File: src/rtl/countdown_ctrl_pkg.sv
// countdown_ctrl_pkg
//   Shared definitions for the countdown timer control block: the state
//   encoding that is also presented on the STATE output, and a small helper
//   used by the FSM.
package countdown_ctrl_pkg;

  localparam int STATE_W = 2;

  typedef enum logic [STATE_W-1:0] {
    ST_IDLE  = 2'd0,
    ST_RUN   = 2'd1,
    ST_PAUSE = 2'd2,
    ST_ALARM = 2'd3
  } state_t;

  // True when any of the three button edges is present this cycle.
  function automatic logic any_edge(input logic a, input logic b, input logic c);
    return a | b | c;
  endfunction

endpackage

File: src/rtl/countdown_ctrl_if.sv
// countdown_ctrl_if
//   Groups the signals between the countdown controller, the debounced
//   buttons, the 1 Hz strobe and the MM:SS counter chain.
//   master : environment side (drives tick, buttons and chain status)
//   slave  : controller side (drives chain enables, clear, alarm, blink, state)
//   Signals:
//     TICK        1 Hz strobe, one clock wide
//     BTN_START   debounced start/stop level
//     BTN_MIN     debounced minute-set / abort level
//     BTN_SEC     debounced second-set / abort level
//     ZERO        chain reads 00:00
//     SEC_BORROW  carry-out of the seconds stage
//     SEC_CE      enable to the seconds stage
//     MIN_CE      enable to the minutes stage
//     CNT_CLR     one-cycle reload pulse to the chain
//     ALARM       alarm indicator
//     BLINK       display blink enable
//     STATE       current controller state
interface countdown_ctrl_if;
  import countdown_ctrl_pkg::*;

  logic               TICK;
  logic               BTN_START;
  logic               BTN_MIN;
  logic               BTN_SEC;
  logic               ZERO;
  logic               SEC_BORROW;
  logic               SEC_CE;
  logic               MIN_CE;
  logic               CNT_CLR;
  logic               ALARM;
  logic               BLINK;
  logic [STATE_W-1:0] STATE;

  modport master (
    output TICK, BTN_START, BTN_MIN, BTN_SEC, ZERO, SEC_BORROW,
    input  SEC_CE, MIN_CE, CNT_CLR, ALARM, BLINK, STATE
  );

  modport slave (
    input  TICK, BTN_START, BTN_MIN, BTN_SEC, ZERO, SEC_BORROW,
    output SEC_CE, MIN_CE, CNT_CLR, ALARM, BLINK, STATE
  );

endinterface

File: src/rtl/countdown_ctrl_edge_det.sv
// countdown_ctrl_edge_det
//   Rising-edge detector for one debounced button level.
//   Ports:
//     CLK   system clock
//     CLR   synchronous active-high reset
//     D     button level
//     RISE  high in the first cycle D is seen high (combinational)
//   The history register resets to 1 so a button held through reset does
//   not produce an edge when reset releases.
module countdown_ctrl_edge_det (
  input  logic CLK,
  input  logic CLR,
  input  logic D,
  output logic RISE
);

  logic prev_q;

  always_ff @(posedge CLK) begin
    if (CLR) prev_q <= 1'b1;
    else     prev_q <= D;
  end

  assign RISE = D & ~prev_q;

endmodule

File: src/rtl/countdown_ctrl.sv
// countdown_ctrl
//   Control FSM for the MM:SS countdown timer. Gates the 1 Hz tick into the
//   seconds stage, routes the seconds borrow into the minutes stage, turns
//   button presses into single set pulses, pauses/resumes, raises the alarm
//   at 00:00 and reloads the chain.
//   Ports:
//     CLK   system clock
//     CLR   synchronous active-high reset
//     bus   countdown_ctrl_if.slave (tick, buttons, chain status in;
//           chain enables, clear, alarm, blink, state out)
//   Parameter:
//     ALARM_SECS  ticks the alarm stays up before returning to IDLE (>= 1)
module countdown_ctrl
  import countdown_ctrl_pkg::*;
#(
  parameter int ALARM_SECS = 10
) (
  input  logic             CLK,
  input  logic             CLR,
  countdown_ctrl_if.slave  bus
);

  localparam int                ACNT_W    = $clog2(ALARM_SECS + 1);
  localparam logic [ACNT_W-1:0] ACNT_LAST = ACNT_W'(ALARM_SECS - 1);

  state_t            state_q, state_d;
  logic              cnt_clr_q, cnt_clr_d;
  logic              alarm_q, alarm_d;
  logic              blink_q, blink_d;
  logic [ACNT_W-1:0] acnt_q, acnt_d;
  logic              sec_ce, min_ce;
  logic              start_e, min_e, sec_e;

  countdown_ctrl_edge_det u_start (.CLK(CLK), .CLR(CLR), .D(bus.BTN_START), .RISE(start_e));
  countdown_ctrl_edge_det u_min   (.CLK(CLK), .CLR(CLR), .D(bus.BTN_MIN),   .RISE(min_e));
  countdown_ctrl_edge_det u_sec   (.CLK(CLK), .CLR(CLR), .D(bus.BTN_SEC),   .RISE(sec_e));

  // State and registered outputs; reset reloads the chain via CNT_CLR.
  always_ff @(posedge CLK) begin
    if (CLR) begin
      state_q   <= ST_IDLE;
      cnt_clr_q <= 1'b1;
      alarm_q   <= 1'b0;
      blink_q   <= 1'b0;
      acnt_q    <= '0;
    end else begin
      state_q   <= state_d;
      cnt_clr_q <= cnt_clr_d;
      alarm_q   <= alarm_d;
      blink_q   <= blink_d;
      acnt_q    <= acnt_d;
    end
  end

  // Next state, registered-output next values and zero-latency chain enables.
  always_comb begin
    state_d   = state_q;
    cnt_clr_d = 1'b0;
    blink_d   = 1'b0;
    acnt_d    = acnt_q;
    sec_ce    = 1'b0;
    min_ce    = 1'b0;
    case (state_q)
      ST_IDLE: begin
        min_ce = min_e;
        sec_ce = sec_e;
        acnt_d = '0;
        if (start_e && !bus.ZERO) state_d = ST_RUN;
      end
      ST_RUN: begin
        // Masking with ZERO stops the chain from wrapping past 00:00.
        sec_ce = bus.TICK & ~bus.ZERO;
        min_ce = bus.SEC_BORROW & ~bus.ZERO;
        if (bus.ZERO) begin
          state_d = ST_ALARM;
          acnt_d  = '0;
        end else if (start_e) begin
          state_d = ST_PAUSE;
        end
      end
      ST_PAUSE: begin
        if (start_e) begin
          state_d = ST_RUN;
        end else if (min_e | sec_e) begin
          state_d   = ST_IDLE;
          cnt_clr_d = 1'b1;
        end else begin
          blink_d = blink_q ^ bus.TICK;
        end
      end
      ST_ALARM: begin
        if (any_edge(start_e, min_e, sec_e)) begin
          state_d   = ST_IDLE;
          cnt_clr_d = 1'b1;
          acnt_d    = '0;
        end else if (bus.TICK) begin
          if (acnt_q == ACNT_LAST) begin
            state_d   = ST_IDLE;
            cnt_clr_d = 1'b1;
            acnt_d    = '0;
          end else begin
            acnt_d = acnt_q + ACNT_W'(1);
          end
        end
      end
      default: state_d = ST_IDLE;
    endcase
    alarm_d = (state_d == ST_ALARM);
  end

  // Combinational enables are dropped while reset is asserted.
  assign bus.SEC_CE  = sec_ce & ~CLR;
  assign bus.MIN_CE  = min_ce & ~CLR;
  assign bus.CNT_CLR = cnt_clr_q;
  assign bus.ALARM   = alarm_q;
  assign bus.BLINK   = blink_q;
  assign bus.STATE   = state_q;

endmodule

File: src/flat_wrapper.sv
// flat-port wrapper written by rule: the top's interface ports become plain ports
module countdown_ctrl_flat import countdown_ctrl_pkg::*;
#(
  parameter int ALARM_SECS = 10
)
  (CLK, CLR, bus_TICK, bus_BTN_START, bus_BTN_MIN, bus_BTN_SEC, bus_ZERO, bus_SEC_BORROW, bus_SEC_CE, bus_MIN_CE, bus_CNT_CLR, bus_ALARM, bus_BLINK, bus_STATE);
  countdown_ctrl_if bus_i ();
  input  logic CLK;
  input  logic CLR;
  input wire logic [$bits(bus_i.TICK)-1:0] bus_TICK;
  input wire logic [$bits(bus_i.BTN_START)-1:0] bus_BTN_START;
  input wire logic [$bits(bus_i.BTN_MIN)-1:0] bus_BTN_MIN;
  input wire logic [$bits(bus_i.BTN_SEC)-1:0] bus_BTN_SEC;
  input wire logic [$bits(bus_i.ZERO)-1:0] bus_ZERO;
  input wire logic [$bits(bus_i.SEC_BORROW)-1:0] bus_SEC_BORROW;
  output wire logic [$bits(bus_i.SEC_CE)-1:0] bus_SEC_CE;
  output wire logic [$bits(bus_i.MIN_CE)-1:0] bus_MIN_CE;
  output wire logic [$bits(bus_i.CNT_CLR)-1:0] bus_CNT_CLR;
  output wire logic [$bits(bus_i.ALARM)-1:0] bus_ALARM;
  output wire logic [$bits(bus_i.BLINK)-1:0] bus_BLINK;
  output wire logic [$bits(bus_i.STATE)-1:0] bus_STATE;
  assign bus_i.TICK = bus_TICK;
  assign bus_i.BTN_START = bus_BTN_START;
  assign bus_i.BTN_MIN = bus_BTN_MIN;
  assign bus_i.BTN_SEC = bus_BTN_SEC;
  assign bus_i.ZERO = bus_ZERO;
  assign bus_i.SEC_BORROW = bus_SEC_BORROW;
  assign bus_SEC_CE = bus_i.SEC_CE;
  assign bus_MIN_CE = bus_i.MIN_CE;
  assign bus_CNT_CLR = bus_i.CNT_CLR;
  assign bus_ALARM = bus_i.ALARM;
  assign bus_BLINK = bus_i.BLINK;
  assign bus_STATE = bus_i.STATE;
  countdown_ctrl #(.ALARM_SECS(ALARM_SECS)) u_core (.CLK(CLK), .CLR(CLR), .bus(bus_i));
endmodule
File: config.mk
export PLATFORM = sky130hd
export DESIGN_NAME = countdown_ctrl_flat
export DESIGN_NICKNAME = d
export VERILOG_FILES = /design/src/rtl/countdown_ctrl_pkg.sv /design/src/rtl/countdown_ctrl_if.sv /design/src/rtl/countdown_ctrl_edge_det.sv /design/src/rtl/countdown_ctrl.sv /design/src/flat_wrapper.sv
export SDC_FILE = /design/constraint.sdc
export NUM_CORES = 1
export LEC_CHECK = 0
export CAP_MARGIN = 20
export CELL_PAD_IN_SITES_DETAIL_PLACEMENT = 0
export CELL_PAD_IN_SITES_GLOBAL_PLACEMENT = 1
export CORE_ASPECT_RATIO = 0.9
export CORE_UTILIZATION = 30
export DETAILED_ROUTE_END_ITERATION = 8
export PLACE_DENSITY = 0.73
export SLEW_MARGIN = 20
export SYNTH_ARGS = -nofsm -noshare
export SYNTH_HDL_FRONTEND = slang
export SYNTH_SLANG_ARGS = --single-unit
File: constraint.sdc
create_clock -name CLK -period 1.72 [get_ports CLK]
set_input_delay 0.172 -clock CLK [delete_from_list [all_inputs] [get_ports CLK]]
set_output_delay 0.172 -clock CLK [all_outputs]
set_load 0.05 [all_outputs]
---- After elaboration in Yosys (flattened, before gate mapping) ----
Index checks and enable logic that the tools add are counted.
cells by class
  add/subtract/negate cells ............... 1
  multipliers ............................. 0
  shifts and indexed selects .............. 0
  muxes and demuxes ....................... 22
  bitwise logic cells ..................... 17
  eq/ne operators ......................... 7
  divide/modulo/power cells ............... 0
  magnitude comparators ................... 0
  reductions and logical operators ........ 6
operators with widths
  cell                                                             count
  2-bit 2-to-1 mux                                                 8
  4-bit 2-to-1 mux                                                 4
  4-bit case mux with 3 select lines                               1
  2-bit case mux with 4 select lines                               1
  1-bit AND                                                        7
  2-bit == test, second input constant                             3
  1-bit NOT                                                        6
  1-bit case mux with 2 select lines                               3
  1-bit 2-to-1 mux                                                 5
  4-bit by 1-bit adder with 4-bit output, second input constant    1
  4-bit == test, second input constant                             1
  4-bit OR reduction                                               1
  3-bit by 2-bit != test with 1-bit output, second input constant  1
  1-bit bitwise OR                                                 3
  3-bit AND reduction                                              1
  3-bit nonzero test                                               1
  2-bit by 1-bit == test with 1-bit output, second input constant  1
  2-bit logical NOT                                                1
  2-bit != test, second input constant                             1
  1-bit logical AND                                                1
  1-bit logical NOT                                                1
  1-bit XOR                                                        1
word-level totals
  input bits .............................. 8
  bits in writable memories ............... 0
  memories ................................ 0
  latch bits .............................. 0
  register bits after elaboration ......... 12
  bits in read-only memories .............. 0
  output and inout bits ................... 7

---- Depth between registers and ports, before layout ----
Gate-level depths: netlist of run 1.
  word-level depth ........................ 7
  mapped depth ............................ 6
  depth with buffers taken out ............ 6

---- Hierarchy ----
Synthesis of run 1 repeated with hierarchy kept, for this count alone.
second synthesis, totals
  cell total of the unflattened synthesis .. 80
  area, all modules ....................... 705.7 um2
by module, submodules not included
  module                   area an instance (um2)  instances  seq. area each (um2)  cells an instance
  countdown_ctrl           608.1                   1          180.2                 71
  countdown_ctrl_edge_det  32.5                    3          20.0                  3

---- Worst setup path before layout of run 1 ----
OpenSTA, ideal clock, no wires.
  path kind ............................... flip-flop to output port
  from .................................... register u_core.state_q[0] (netlist: u_core.bus.STATE[0])
  to ...................................... output port bus_MIN_CE
  slack ................................... -639 ps
  arrival time ............................ 2187 ps
  required time ........................... 1548 ps
  stages on the path, launching flop included .. 5
  path through ............................ dfxtp_1 buf_2 nor2b_1 a21oi_1 nor3_1
on the way
  word-level cells in the longest chain between the ends .. 3
  elaborated cells on any way between the ends .. 4
  those cells by class .................... eq/ne: 1; mux: 1; bitwise: 1; reduce/logical: 1
ends and longest elaborated chain
  element                                                                        RTL line               RTL
  start, declared                                                                countdown_ctrl.sv:26   state_t state_q, state_d;
  start signal, assigned                                                         countdown_ctrl.sv:47   state_q <= state_d;
  2-bit by 1-bit == test with 1-bit output or 2-bit logical NOT (tied branches)  countdown_ctrl.sv:63   case (state_q)
  1-bit case mux with 2 select lines (*)                                         countdown_ctrl.sv:63
  1-bit AND (*)                                                                  countdown_ctrl.sv:113  assign bus.MIN_CE = min_ce & ~CLR;
  end, declared                                                                  flat_wrapper.sv:17     output wire logic [$bits(bus_i.MIN_CE)-1:0] bus_MIN_CE;
Every way passes the cells marked *; elsewhere a longest branch is shown, timed or not.

---- Final worst setup path of run 1 ----
  from .................................... input port bus_BTN_SEC
  to ...................................... output port bus_SEC_CE
on the way
  word-level cells in the longest chain between the ends .. 3
ends and longest elaborated chain
  element                             RTL line                       RTL
  start, declared                     flat_wrapper.sv:13             input wire logic [$bits(bus_i.BTN_SEC)-1:0] bus_BTN_SEC;
  1-bit AND                           countdown_ctrl_edge_det.sv:24  assign RISE = D & ~prev_q;
  1-bit case mux with 2 select lines  countdown_ctrl.sv:63
  1-bit AND                           countdown_ctrl.sv:112          assign bus.SEC_CE = sec_ce & ~CLR;
  end, declared                       flat_wrapper.sv:16             output wire logic [$bits(bus_i.SEC_CE)-1:0] bus_SEC_CE;
No other way between the ends.

==> flow_summary_export.csv, run 1 <==
group,metric,value,unit
run_status,outcome,"completed",
logic_synthesis,synthDominantCellAreaShare,0.3589,
timing,finalHoldViolations,0,
worst_setup_path,cp-end-kind,"primary output",
clock_tree,ctsRootBufferMaster,"clkbuf_4",
drt,number_of_violations_reported_at_the_end_of_detailed_routing_iteration_0,8,
pwr,leakagePower,0.3790,nW
worst_setup_path,critical_path_class,"in -> out",
timing,layout_min_cycle_time,1.650,ns
logic_synthesis,synth_seq_cells,12,
drt,route.vias.total,620,
place,pre_cts_ws,-0.09652,ns
clock_tree,ctsHoldBuffers,0,
logic_synthesis,yosysMostFrequentCell,"dfxtp_1",
worst_setup_path,critical_path.max_fanout,3,
timing,tightestPinTransition,0.4904,ns
logic_synthesis,syn_area,669.4,um2
logic_synthesis,synth.avg_cell_area,9.170,um2
worst_setup_path,critical_path_required,1.55,ns
logic_synthesis,synth_async_sr_flop_share,0,
worst_setup_path,list_of_cells_traversed_by_the_critical_path,"clkdlybuf4s50_1, or2b_1, o22a_1, nor3_4, buf_12",
cells_and_area,fin_area,942.2,um2
logic_synthesis,synthFlopType,"dfxtp_1",
cells_and_area,antenna_cells_inserted,0,
drt,via_per_inst,5.210,
clock_tree,cts_max_level,1,
place,gpl.final_weighted_congestion,0.8503,
hold_path,worst_hold_path_type,"in -> reg",
logic_synthesis,synth_top_area_cell,"dfxtp_1",
place,place.port_buffers,14,
timing,worst_slew_margin_rel,0.6721,
timing,timing_max_transition_violations_final,0,
timing,count_of_final_setup_violators,0,
global_routing,number_of_antenna_violations_at_the_first_check_in_global_routing,0,
timing,skew,0.002891,ns
timing,max_clock_freq,606.0,MHz
cells_and_area,nFillCells,195,
drt,wl_per_cell,12.03,um
die,top_level_ports,15,
logic_synthesis,synthCells,73,
logic_synthesis,synth_seq_area_share,0.3589,
timing,layout_worst_path_cycle_share,0.9594,
clock_tree,clkLatencyLatePin,0.27,ns
global_routing,total_global_routing_overflow,0,
drt,drt.antenna.violating_nets,0,
timing,grt_setup_unrepaired,"false",
die,core_area,0.002008,mm2
pwr,power.total,0.0005551,W
cells_and_area,final_layout_size_suffix_gt1_frac,0.3085,
logic_synthesis,synth-edff-count,0,
logic_synthesis,synth_commonest_cells,"dfxtp_1 (12), inv_1 (4), nor2b_1 (4), nor3_1 (4), or2_2 (4)",
cells_and_area,finalNonFillerCells,119,
logic_synthesis,post_synth_main_area_contributors,"dfxtp_1 (36%), ha_1 (3.7%), nor2b_1 (3.7%)",
die,floorplan.die_area,0.002424,mm2
die,starting_density,0.3333,
worst_setup_path,maximum_cell_stage_delay_along_the_critical_path,0.49,ns
place,place_inst,115,
global_routing,grt_pass1_vias,536,
timing,setup_ws,0.06984,ns
pwr,worst_ir_drop_vdd,0.4198,mV
drt,route.detailed.drc,0,
die,placement_rows,15,
clock_tree,tritoncts,"yes",
die,die_width,51.79,um
logic_synthesis,synth_cell_types,37,
worst_setup_path,crit_path_dat,1.48,ns
clock_tree,numCtsBuffers,3,
logic_synthesis,syn_warnings,0,
cells_and_area,final_nets,106,
cells_and_area,layout-area-overhead-vs-synth,40.75,%
clock_tree,worst_setup_hold_path_clk_slew,0.07,ns
run,max_cap_viol_count,0,
drt,drt_wl_total,1431,um
place,post_dp_cell_area,912.1,um2
global_routing,gr-usage-all-layers,0.1407,
logic_synthesis,mappedNetlistNets,83,
worst_setup_path,crit_slowest_cell,"clkdlybuf4s50_1",
drt,drt_pre_antenna_iters,4,
worst_setup_path,start_kind,"primary input",
die,height_of_the_die,46.81,um
clock_tree,clock_tree.buffer_depth,2,
place,dp_hpwl,1141,um
global_routing,grt_start_max_net_pins,13,
clock_tree,cts_num_sinks,12,
global_routing,grt_first_pass_wirelength,2318,um
pwr,pwr_density,589.2,mW/mm2
==> metal layers <==
metal / track usage / vias to the layer above / wire length [um]
li1: - / 312 / -
met5: 0 / - / 0
met2: 0.2052 / 25 / 657
met4: 0.09189 / 0 / 19
met3: 0.06796 / 2 / 122
met1: 0.1670 / 281 / 632
==> state kept, by name, indices dropped and copies added, names as in the netlist <==
| register | cells |
|---|---|
| u_core.acnt_q | 4 |
| u_core.bus.ALARM | 1 |
| u_core.bus.BLINK | 1 |
| u_core.bus.CNT_CLR | 1 |
| u_core.bus.STATE | 2 |
| u_core.u_min.prev_q | 1 |
| u_core.u_sec.prev_q | 1 |
| u_core.u_start.prev_q | 1 |
==> critical path, delay by kind of cell <==
family	cells	cell delay, ns
AO/OA/AOI/OAI	1	0.23
buffers and inverters	2	0.65
AND/OR/NAND/NOR	2	0.42
==> layout make-up <==
class | instances | area, um2 | share of cell area
Timing Repair Buffer | 21 | 207.7 | 0.2205
Sequential cell | 12 | 242.7 | 0.2576
Multi-Input combinational cell | 54 | 422.9 | 0.4489
Tap cell | 25 | 31.28 | 0.03320
Clock buffer | 3 | 22.52 | 0.02390
Inverter | 4 | 15.01 | 0.01594
==> per-stage QoR <==
step | utilization | setup TNS (ns) | hold slack (ns)
after global routing | 0.4692 | 0 | 0.5211
after CTS | 0.4692 | 0 | 0.5124
after detailed placement | 0.4542 | -0.1913 | 0.5147
final | 0.4692 | 0 | 0.5165
after floorplan | - | 0 | 0.2758
after global placement | 0.4542 | -0.1700 | 0.5158
==> power breakdown <==
part | total [W] | leakage, nW | switching, W | internal, W
logic | 0.0000972 | 0.266 | 0.0000490 | 0.0000482
registers | 0.000291 | 0.0990 | 0.00000618 | 0.000285
clock network | 0.000167 | 0.0138 | 0.0000859 | 0.0000810
total | 0.000555 | 0.379 | 0.000141 | 0.000414
==> final timing paths <==
check | from | to | slack, ns | cells after the start
min reg2reg | u_core.bus.BLINK | u_core.bus.BLINK | 0.53 | 2
max | bus_BTN_SEC | bus_SEC_CE | 0.07 | 5
max reg2reg | u_core.bus.STATE[0] | u_core.acnt_q[3] | 0.20 | 4
min | bus_BTN_START | u_core.u_start.prev_q | 0.52 | 2
==> placed cells by master (no fill, tap or decap), types with 2 or more instances in the layout <==
cell / n
clkdlybuf4s50_1: 10
dfxtp_1: 10
buf_4: 9
inv_1: 4
nor2b_1: 4
or2_2: 4
or2b_1: 3
nand2_1: 3
nor2_1: 3
a21oi_1: 3
clkbuf_4: 3
nor3_4: 2
nor4_1: 2
and2b_1: 2
nor3_1: 2
o21ai_0: 2
ha_1: 2
buf_12: 2
dfxtp_2: 2
==> timing repair <==
action                     in CTS  in global routing
setup endpoints to repair       1                  0
buffers inserted                1                  0
resized for setup               0                  0
==> kinds of logic (layout without fill, tap and decap cells) <==
| family | count (synthesis) | in the layout | share of synthesized area |
|---|---|---|---|
| AND/OR/NAND/NOR | 33 | 33 | 0.3215 |
| AO/OA/AOI/OAI | 17 | 17 | 0.2094 |
| flip-flops | 12 | 12 | 0.3589 |
| buffers and inverters | 7 | 28 | 0.04298 |
| adder cells (fa/ha/maj) | 2 | 2 | 0.03738 |
| XOR/XNOR | 1 | 1 | 0.01309 |
| multiplexers | 1 | 1 | 0.01682 |
Power figures use the tool's default switching activity.
==> inputs of run 2 (changes only) <==
==> constraint.sdc (replaced) <==
create_clock -name CLK -period 2.05 [get_ports CLK]
set_input_delay 0.205 -clock CLK [delete_from_list [all_inputs] [get_ports CLK]]
set_output_delay 0.205 -clock CLK [all_outputs]
set_load 0.05 [all_outputs]
==> flow_summary_export.csv, run 2 (synthesis results as in run 1) <==
group,metric,value,unit
worst_setup_path,cp-end-kind,"primary output",
global_routing,grt_pass1_vias,533,
worst_setup_path,critical_path_required,1.85,ns
worst_setup_path,worst_path_dominant_cell_family,"buffers and inverters",
pwr,leakagePower,0.3539,nW
global_routing,grt_first_pass_wirelength,2359,um
clock_tree,clock_tree.buffer_depth,2,
die,floorplan.die_area,0.002424,mm2
cells_and_area,antenna_cells_inserted,0,
cells_and_area,layout.area.seq,240.2,um2
drt,number_of_violations_reported_at_the_end_of_detailed_routing_iteration_0,20,
drt,drt_wl_total,1430,um
die,core_area,0.002008,mm2
timing,timing_max_transition_violations_final,0,
timing,layout_worst_path_cycle_share,0.9312,
die,placement_rows,15,
timing,finalHoldViolations,0,
die,starting_density,0.3333,
place,post_dp_cell_area,872.1,um2
die,die_width,51.79,um
drt,wl_per_cell,12.54,um
die,height_of_the_die,46.81,um
cells_and_area,largest_register_ffs,4,
worst_setup_path,number_of_buffer_and_inverter_stages_on_the_critical_path,1,
timing,skew,0.003841,ns
timing,grt_setup_unrepaired,"false",
timing,finalHoldWorstSlack,0.5322,ns
global_routing,total_global_routing_overflow,0,
worst_setup_path,maximum_cell_stage_delay_along_the_critical_path,0.88,ns
worst_setup_path,critical_path_class,"reg -> out",
clock_tree,post_cts.resized_instances,0,
cells_and_area,final_layout_size_suffix_gt1_frac,0.2247,
clock_tree,worst_setup_hold_path_clk_slew,0.07,ns
worst_setup_path,list_of_cells_traversed_by_the_critical_path,"clkdlybuf4s50_1",
worst_setup_path,start_kind,"flip-flop",
worst_setup_path,crit_path_dat,1.70,ns
clock_tree,cts_setup_buffers,0,
global_routing,grt_start_max_net_pins,13,
cells_and_area,layout.cells.most_common_list,"clkdlybuf4s50_1 (12), dfxtp_1 (12), inv_1 (4), nor2b_1 (4), or2_2 (4)",
worst_setup_path,r2r_slack,0.39,ns
clock_tree,cts_max_level,1,
place,gpl.final_weighted_congestion,0.7877,
run_status,outcome,"completed",
drt,drt_pre_antenna_iters,4,
run,max_cap_viol_count,0,
drt,via_per_inst,5.140,
cells_and_area,final_nets,101,
clock_tree,tritoncts,"yes",
cells_and_area,fraction_of_the_core_area_covered_by_cells_at_the_end_of_the_flow,0.4455,
clock_tree,numCtsBuffers,3,
pwr,pwr_density,513.1,mW/mm2
cells_and_area,combined_area_of_the_multi_input_logic_cells,410.4,um2
drt,route.vias.total,586,
timing,count_of_final_setup_violators,0,
clock_tree,clkLatencyLatePin,0.27,ns
global_routing,gr-usage-all-layers,0.1374,
timing,max_clock_freq,523.9,MHz
cells_and_area,fin_area,894.6,um2
drt,route.detailed.drc,0,
timing,layout_min_cycle_time,1.909,ns
pwr,power.total,0.0004591,W
clock_tree,ctsRootBufferMaster,"clkbuf_4",
place,dp_hpwl,1105,um
hold_path,worst_hold_path_type,"reg -> reg",
global_routing,number_of_antenna_violations_at_the_first_check_in_global_routing,0,
clock_tree,cts_num_sinks,12,
worst_setup_path,critical_path.max_fanout,12,
cells_and_area,registers.top_by_ff_count,"u_core.acnt_q",
timing,setup-tns-final,0,ns
cells_and_area,layout-area-overhead-vs-synth,33.64,%
drt,drt.antenna.violating_nets,0,
worst_setup_path,crit_slowest_cell,"clkdlybuf4s50_1",
clock_tree,ctsHoldBuffers,0,
cells_and_area,nFillCells,204,
place,place.port_buffers,14,
die,top_level_ports,15,
timing,tightestPinTransition,0.4961,ns
timing,worst_slew_margin_rel,0.6682,
pwr,worst_ir_drop_vdd,0.2988,mV
[run 2: layout make-up]
cell class | instances | area share
timing repair buffer | 16 | 0.1958
sequential | 12 | 0.2685
tap | 25 | 0.03497
clock buffer | 3 | 0.02517
multi-input combinational | 54 | 0.4587
inverter | 4 | 0.01678
[run 2: worst min-delay path, cell delays in order, from the launching register on]
cell and delay, ns:
dfxtp_1 0.33, xnor2_1 0.13, nor4_1 0.04
[run 2: per-layer routing]
metal  GRT usage  share of wire
met1      0.1732           0.49
met5           0              0
met4     0.08108          0.016
met3     0.03560          0.047
met2      0.2156           0.44
[run 2: worst paths after layout]
check,start,end,cells after the start
max,u_core.bus.STATE[0],bus_STATE[0],1
min,u_core.bus.BLINK,u_core.bus.BLINK,2
max reg2reg,u_core.bus.STATE[0],u_core.acnt_q[3],4
min reg2reg,u_core.bus.BLINK,u_core.bus.BLINK,2
[run 2: metrics by stage]
stage / instances / setup WS, ns
floorplan: 73 / 0.08307
global placement: 111 / 0.2300
detailed placement: 111 / 0.2056
CTS: 114 / 0.1320
global route: 114 / 0.06502
finish: 114 / 0.1411
[run 2: where the power goes]
group | total [W] | switching, W | internal [W] | leakage, nW
logic | 0.0000744 | 0.0000383 | 0.0000361 | 0.242
registers | 0.000244 | 0.00000567 | 0.000239 | 0.0980
clock network | 0.000140 | 0.0000724 | 0.0000679 | 0.0138
total | 0.000459 | 0.000116 | 0.000343 | 0.354
==> inputs of run 3 (changes only) <==
--- a/config.mk
+++ b/config.mk
@@ -11,8 +11,9 @@
 export CORE_ASPECT_RATIO = 0.9
 export CORE_UTILIZATION = 30
 export DETAILED_ROUTE_END_ITERATION = 8
-export PLACE_DENSITY = 0.73
+export PLACE_DENSITY = 0.72
 export SLEW_MARGIN = 20
 export SYNTH_ARGS = -nofsm -noshare
 export SYNTH_HDL_FRONTEND = slang
+export SYNTH_HIERARCHICAL = 1
 export SYNTH_SLANG_ARGS = --single-unit
==> flow_summary_export.csv, run 3 <==
group,metric,value,unit
timing,tightestPinTransition,0.4926,ns
drt,drt_wl_total,1554,um
drt,wl_per_cell,11.86,um
logic_synthesis,synth_cell_types,27,
clock_tree,clkLatencyLatePin,0.27,ns
global_routing,total_global_routing_overflow,0,
timing,finalHoldViolations,0,
logic_synthesis,synthDominantCellAreaShare,0.3404,
cells_and_area,registers.top_by_ff_count,"u_core/acnt_q",
logic_synthesis,synth_commonest_cells,"dfxtp_1 (12), nor2b_1 (8), ha_1 (6), inv_1 (6)",
drt,via_per_inst,5.122,
cells_and_area,final_layout_size_suffix_gt1_frac,0.1538,
logic_synthesis,yosysMostFrequentCell,"dfxtp_1",
logic_synthesis,synth_seq_cells,12,
global_routing,grt_pass1_vias,587,
worst_setup_path,critical_path_class,"reg -> out",
timing,max_clock_freq,545.6,MHz
pwr,pwr_density,516.3,mW/mm2
cells_and_area,layout.cells.most_common,"clkdlybuf4s50_1",
logic_synthesis,synth_seq_area_share,0.3404,
timing,finalHoldWorstSlack,0.4912,ns
logic_synthesis,synth-edff-count,0,
cells_and_area,final_nets,119,
timing,worst_slew_margin_rel,0.6706,
die,top_level_ports,15,
global_routing,gr-usage-all-layers,0.1415,
drt,drt_pre_antenna_iters,4,
hold_path,worst_hold_path_type,"reg -> reg",
die,die_width,53.13,um
pwr,reg_power_frac,0.472,
clock_tree,ctsRootBufferMaster,"clkbuf_4",
timing,timing_max_transition_violations_final,0,
die,placement_rows,16,
die,starting_density,0.3205,
worst_setup_path,crit_path_dat,1.63,ns
pwr,power.net_switching,0.0001235,W
cells_and_area,layout.cells.most_common_list,"clkdlybuf4s50_1 (12), dfxtp_1 (10), nor2b_1 (7)",
worst_setup_path,start_kind,"flip-flop",
pwr,leakagePower,0.3780,nW
clock_tree,clock_tree.buffer_depth,2,
pwr,power.share.clock,0.371,
place,post_dp_cell_area,947.2,um2
die,height_of_the_die,48.01,um
pwr,sw_frac_of_total,0.2426,
cells_and_area,largest_register_ffs,4,
worst_setup_path,crit_slowest_cell,"dfxtp_2",
clock_tree,numCtsBuffers,3,
global_routing,grt_start_max_net_pins,9,
pwr,p_int,0.0003856,W
timing,grt_setup_unrepaired,"false",
drt,route.detailed.drc,0,
cells_and_area,antenna_cells_inserted,0,
worst_setup_path,list_of_cells_traversed_by_the_critical_path,"inv_1, ha_1, nor2b_2, a22oi_1, nor2_1, buf_12",
logic_synthesis,synth_async_sr_flop_share,0,
worst_setup_path,critical_path.max_fanout,7,
place,dp_hpwl,1190,um
logic_synthesis,synthCells,80,
cells_and_area,layout-area-overhead-vs-synth,39.72,%
drt,drt.antenna.violating_nets,0,
run,max_cap_viol_count,0,
die,floorplan.die_area,0.002551,mm2
clock_tree,worst_setup_hold_path_clk_slew,0.08,ns
timing,layout_min_cycle_time,1.833,ns
run_status,outcome,"completed",
worst_setup_path,cp-end-kind,"primary output",
worst_setup_path,critical_path_required,1.85,ns
pwr,worst_ir_drop_vdd,0.3605,mV
drt,route.vias.total,671,
clock_tree,tritoncts,"yes",
drt,number_of_violations_reported_at_the_end_of_detailed_routing_iteration_0,13,
logic_synthesis,post_synth_main_area_contributors,"dfxtp_1 (34%), ha_1 (11%), nor2b_1 (7.1%)",
timing,layout_worst_path_cycle_share,0.8941,
place,place.port_buffers,14,
timing,count_of_final_setup_violators,0,
clock_tree,cts_num_sinks,12,
cells_and_area,fin_area,985.9,um2
clock_tree,cts_max_level,1,
global_routing,grt_first_pass_wirelength,2559,um
logic_synthesis,synthFlopType,"dfxtp_1",
global_routing,number_of_antenna_violations_at_the_first_check_in_global_routing,0,
die,core_area,0.002202,mm2
logic_synthesis,synth.avg_cell_area,8.821,um2
pwr,comb_power_share,0.157,
logic_synthesis,syn_area,705.7,um2
clock_tree,cts_setup_buffers,0,
worst_setup_path,maximum_cell_stage_delay_along_the_critical_path,0.36,ns
logic_synthesis,synth_top_area_cell,"dfxtp_1",
logic_synthesis,mappedNetlistNets,94,
logic_synthesis,syn_warnings,6,
timing,skew,0.001596,ns
place,gpl.final_weighted_congestion,0.7936,
run 3: cell count changes after synthesis, moves of 3 or more:
| cell | before | now |
|---|---|---|
| ha_1 | 2 | 6 |
| nor2b_1 | 4 | 8 |
| nor3_1 | 4 | 1 |
| nor3b_1 | 0 | 3 |
| o21ai_0 | 2 | 5 |
| or2_1 | 0 | 3 |
| or2_2 | 4 | 0 |
| or2b_1 | 3 | 0 |
| or3_1 | 0 | 3 |
run 3: final cells by class:
| class | instances | area, um2 |
|---|---|---|
| inverter | 6 | 22.52 |
| clock buffer | 4 | 36.28 |
| tap | 27 | 33.78 |
| timing repair buffer | 20 | 205.2 |
| fill | 235 | 1216 |
| sequential | 12 | 242.7 |
| multi-input combinational | 62 | 445.4 |
run 3: worst paths after layout:
kind                                             to  cells past startpoint  slack [ns]           startpoint
worst max-delay path                     bus_SEC_CE                      6        0.22  u_core/bus.STATE[1]
worst min-delay path               u_core/acnt_q[1]                      2        0.49     u_core/acnt_q[1]
worst max register to register  u_core/bus.STATE[0]                      5        0.24  u_core/bus.STATE[0]
worst min register to register     u_core/acnt_q[1]                      2        0.49     u_core/acnt_q[1]
run 3: stage by stage:
| step | TNS (ns) | worst slack (ns) | instances | total power (W) | util |
|---|---|---|---|---|---|
| after detailed placement | -0.001707 | -0.001707 | 127 | 0.0003250 | 0.4301 |
| after global placement | -0.01911 | -0.01911 | 127 | 0.0003255 | 0.4301 |
| after floorplan | 0 | 0.09192 | 80 | 0.0002846 | - |
| after CTS | 0 | 0.1130 | 131 | 0.0005164 | 0.4466 |
| after global routing | 0 | 0.03337 | 131 | 0.0005422 | 0.4477 |
| final | 0 | 0.2170 | 131 | 0.0005091 | 0.4477 |
run 3: cell families (layout without fill, tap and decap cells):
group	count (synthesis)	count (layout)	synth area share
adders and majority gates	6	6	0.1064
DFF	12	12	0.3404
buffers and inverters	6	30	0.03191
AOI/OAI and AO/OA	22	22	0.2181
xor gates and xnor gates	1	1	0.01241
and+or+nand+nor	33	33	0.2908
run 3: worst max-delay path, delay by kind of cell (launching register included):
family,cells,cell delay (ns)
simple gates,2,0.44
flops,1,0.36
fa+ha+maj,1,0.22
compound gates,1,0.09
buf+inv,2,0.25
run 3: timing repair:
action,4_1_cts,5_1_grt
setup endpoints to repair,0,2
hold buffers,0,0
gates resized for setup,0,1
run 3: routing by layer:
| metal | part of all wire | global-route usage |
|---|---|---|
| met5 | 0 | 0 |
| met4 | 0.0058 | 0.06316 |
| met3 | 0.073 | 0.05079 |
| met2 | 0.43 | 0.2076 |
| met1 | 0.49 | 0.1866 |
run 3: power by group through the flow:
stage                     Sequential, W  Clock, W  Combinational (W)
final                          0.000240  0.000189          0.0000799
after global routing           0.000241  0.000215          0.0000865
after CTS                      0.000240  0.000196          0.0000799
after detailed placement       0.000246         0          0.0000793
after global placement         0.000246         0          0.0000799
after floorplan                0.000252         0          0.0000327
